$ cat src/rtl/counter_seq_ctrl.sv
// Sequencing controller for a 12-bit loadable up-counter: load start, count to end, pulse done.
// Optional auto-repeat mode is enabled by defining COUNTER_SEQ_REPEAT_EN (adds input rpt).
module counter_seq_ctrl #(
    parameter int WIDTH = 12
) (
    input  logic             clk,
    input  logic             reset,
    input  logic             start,
    output logic             ready,
    input  logic [WIDTH-1:0] start_val,
    input  logic [WIDTH-1:0] end_val,
    input  logic             pause,
    input  logic             abort,
    input  logic [WIDTH-1:0] cnt_in,
    output logic             cnt_load,
    output logic [WIDTH-1:0] cnt_b,
    output logic             cnt_en,
    output logic             cnt_clr,
    output logic             busy,
    output logic             done,
`ifdef COUNTER_SEQ_REPEAT_EN
    input  logic             rpt,
`endif
    output logic [WIDTH-1:0] steps
);

    typedef enum logic [1:0] {
        IDLE = 2'd0,
        LOAD = 2'd1,
        RUN  = 2'd2,
        DONE = 2'd3
    } state_t;

    localparam logic [WIDTH-1:0] ONE = {{(WIDTH-1){1'b0}}, 1'b1};

    state_t           state;
    logic [WIDTH-1:0] start_q;
    logic [WIDTH-1:0] end_q;
    logic [WIDTH-1:0] steps_q;
    logic             clr_q;
    logic             match;
    logic             run_go;
    logic             rpt_hit;

    assign match  = (cnt_in == end_q);
    assign run_go = (state == RUN) && !abort && !pause;

`ifdef COUNTER_SEQ_REPEAT_EN
    assign rpt_hit = run_go && match && rpt;
`else
    assign rpt_hit = 1'b0;
`endif

    always_ff @(posedge clk) begin
        if (reset) begin
            state   <= IDLE;
            start_q <= '0;
            end_q   <= '0;
            steps_q <= '0;
            clr_q   <= 1'b0;
        end else begin
            clr_q <= 1'b0;
            // Abort wins over everything except reset, but only once a job is active
            if (abort && state != IDLE) begin
                state <= IDLE;
                clr_q <= 1'b1;
            end else begin
                unique case (state)
                    IDLE: begin
                        if (start) begin
                            start_q <= start_val;
                            end_q   <= end_val;
                            steps_q <= '0;
                            state   <= LOAD;
                        end
                    end
                    LOAD: state <= RUN;
                    RUN: begin
                        if (!pause) begin
                            if (match) begin
                                if (rpt_hit) begin
                                    steps_q <= '0;
                                    state   <= LOAD;
                                end else begin
                                    state <= DONE;
                                end
                            end else begin
                                steps_q <= steps_q + ONE;
                            end
                        end
                    end
                    DONE:    state <= IDLE;
                    default: state <= IDLE;
                endcase
            end
        end
    end

    assign ready    = (state == IDLE);
    assign busy     = (state != IDLE);
    assign cnt_load = (state == LOAD);
    assign cnt_clr  = clr_q;
    assign cnt_b    = start_q;
    assign steps    = steps_q;
    assign cnt_en   = run_go && !match;
    // An abort landing on the DONE cycle suppresses the completion pulse
    assign done     = ((state == DONE) && !abort) || rpt_hit;

endmodule

$ cat config.mk
export PLATFORM = sky130hd
export DESIGN_NAME = counter_seq_ctrl
export DESIGN_NICKNAME = d
export VERILOG_FILES = /design/src/rtl/counter_seq_ctrl.sv
export SDC_FILE = /design/constraint.sdc
export NUM_CORES = 1
export LEC_CHECK = 0
export ABC_AREA = 1
export CAP_MARGIN = 20
export CORE_ASPECT_RATIO = 0.5
export CORE_MARGIN = 5
export CORE_UTILIZATION = 45
export DETAILED_ROUTE_END_ITERATION = 6
export GPL_ROUTABILITY_DRIVEN = 0
export PLACE_DENSITY = 0.84
export SKIP_CTS_REPAIR_TIMING = 1
export SKIP_LAST_GASP = 1
export SLEW_MARGIN = 20
export SYNTH_ARGS = -nofsm -noshare
export SYNTH_HDL_FRONTEND = slang
export SYNTH_SLANG_ARGS = --single-unit
$ cat constraint.sdc
create_clock -name clk -period 1.87 [get_ports clk]
set_input_delay 0.374 -clock clk [delete_from_list [all_inputs] [get_ports clk]]
set_output_delay 0.374 -clock clk [all_outputs]
set_load 0.02 [all_outputs]
==> metrics.txt <==
achievable frequency=488.4 MHz; drt total wl=5.700 mm; area grow syn2layout=53.94%; period utilization=109.5%; synth warn=0; Routed Antenna Nets=0; vias in the first global route=between 2000 and 2500; global-route wire length before repair=9.218 mm; # IOs=71; Crit Path Max Fanout=2; endpoints failing setup=1; Setup crit start=cnt_in[1]; Post-DP Area=0.002950 mm²; final setup margin=-0.1774 ns; Clock Sinks=39; Longest Clk Path Bufs=2; TritonCTS Buffers=5; Cell Area, Synth=0.002046 mm²; CTS tree=built; flops & latches, synth=39; clock-pin slew on the worst setup and hold paths=0.08 ns; hold path startpoint=cnt_b[6]$_SDFFE_PP0P_; die height=approximately 58 µm; min-delay worst type=reg2reg; Initial DRT Pass Iterations=5; WP data required=1.50 ns; Pwr per Cell Area=1269 mW/mm²; fin nets=between 400 and 500; CP Launch Type=primary input; CP bufs+invs=3; Top delay family on crit path=simple AND/OR/NAND/NOR gates; CP Capture Type=output pin; Final Hold Viols=0; Crit Reg-Reg Startpoint=state[0]$_SDFFE_PP0P_; Post-Syn Area per Cell=about 6.6 µm²; worst slew pin tran=~0.47 ns; max_cap viols=0; Tot GR Track Use=18.22%; syn_nets=354; wire per inst=12.34 µm; Die ar.=0.006076 mm²; most common cell after layout, fill and taps aside=nand2_1; Vias=2244; Finished Cell Area=0.003149 mm²; hpwl dp=4.275 mm; Worst slew margin=68.94%; CTS root buffer=clkbuf_8; Ant. Diodes=0; core box area=about 0.0044 mm²; Slew Limit Fails=0; most frequent CP cell=nand2_1; register area share after synthesis=38.17%; RSZ-0062 raised after global routing=yes; Initial Util=46.46%; critical path class=in2out; Post-Route Skew=roughly 0.0057 ns; max incr delay on CP=about 0.47 ns; largest net degree at the start of global routing=19; vias per cell=4.857; commonest cells after routing, fill and taps aside=nand2_1 (65), clkdlybuf4s50_1 (63), nor2_1 (58); failing checks=setup timing; status=complete, but fails checks; drt initial violations=64; initial antenna violation count=0; Synth Instances=between 300 and 400; Congestion Overflow GR=0; Die W=between 100 and 150 µm; DRC=0; critical path's slowest cell=clkdlybuf4s50_1; Place WS=-0.6214 ns; H-tree level count=2; layout cells sized above 1=roughly 15%; count of cell types in the netlist=27; PortBufs=70; Worst EP arrival=~1.7 ns; IR drop worst, VDD=812.0 µV; CP cell instances=clkdlybuf4s50_1, nand2_1, nand2_1, nand2_1, nor2_2, nand3_2, nand2_2, nor2_1, nand2_1, inv_1, buf_4; Leak=1.473 nW; row cnt=17; Clock Latency Late Sink=0.29 ns; Tmin final=2.047 ns
-- worst reg2reg max path, cell delays in order, from the launching register on --
cell and delay (ns):
dfxtp_1 0.35, inv_1 0.07, ha_1 0.24, buf_4 0.20
a21oi_2 0.20, o21ai_2 0.13, nor2_8 0.15, nand2_4 0.10
buf_4 0.14, nand2_1 0.04, a21oi_1 0.06
-- power by group --
part / internal [W] / switching, W
logic: 0.000947 / 0.00112
registers: 0.00106 / 0.000159
clock network: 0.000398 / 0.000312
-- Yosys cell counts, drive strengths merged --
master | count | area share, %
nand4 | 3 | 1.2
nand3 | 22 | 6.1
clkbuf | 5 | 0.92
nand3b | 2 | 0.73
nor2 | 65 | 13
xor2 | 1 | 0.43
inv | 41 | 7.5
a21oi | 15 | 3.9
clkinv | 1 | 0.24
xnor2 | 4 | 1.7
ha | 5 | 3.1
nor3 | 1 | 0.24
o21bai | 3 | 1.1
nand2 | 69 | 13
o21ai | 27 | 6.8
dfxtp | 39 | 38
buf | 5 | 2.0
-- path summary, 6_finish.rpt --
kind                            slack [ns]  cells after the start                    end
worst min register to register        0.49                      2  cnt_b[6]$_SDFFE_PP0P_
worst max register to register        0.08                     10  steps[7]$_SDFFE_PP0P_
worst max-delay path                 -0.18                     11                 cnt_en
worst min-delay path                  0.49                      2  cnt_b[6]$_SDFFE_PP0P_
-- sequential cells by signal, summed over array words and instances (netlist names) --
signal   flops
cnt_b       12
state        2
cnt_clr      1
steps       12
end_q       12
-- layer usage --
layer  global-route usage [%]  vias up  share of wire [%]  routed length (µm)
met2                    33.15       75                 51                2927
met1                    21.04     1008                 41                2317
met5                        0        -                  0                   0
li1                         -     1151                  -                   -
met4                    5.607        0                1.6                  89
met3                    5.339       10                6.4                 366
-- area by class of cell --
cell class,instances,area [µm²]
multi-input cells,217,1076
inverters,42,160.2
well taps,57,71.32
flip-flops and latches,39,782.0
fillers,335,1254
clock inverters,3,43.79
repair buffers,99,947.2
clock buffers,5,68.82
-- stage by stage --
step	TNS (ns)	total power, W	hold slack, ns	std cells	utilization [%]
2_1_floorplan	0	0.002409	0.4364	308	-
3_3_place_gp	-1.186	0.003157	0.4657	449	67.01
3_5_place_dp	-2.793	0.003230	0.4780	449	67.01
4_1_cts	-0.9936	0.003938	0.4958	457	69.57
5_1_grt	-0.3744	0.004312	0.5207	462	71.53
6_report	-0.1774	0.003997	0.4903	462	71.53
-- kinds of logic after synthesis --
kind of cell	after synthesis	synth area share [%]
AND/OR/NAND/NOR	162	34.19
buffers and inverters	52	10.70
AO/OA/AOI/OAI	45	11.74
flip-flops	39	38.17
XOR/XNOR	5	2.141
adder cells (fa/ha/maj)	5	3.058
Power figures use the tool's default switching activity.
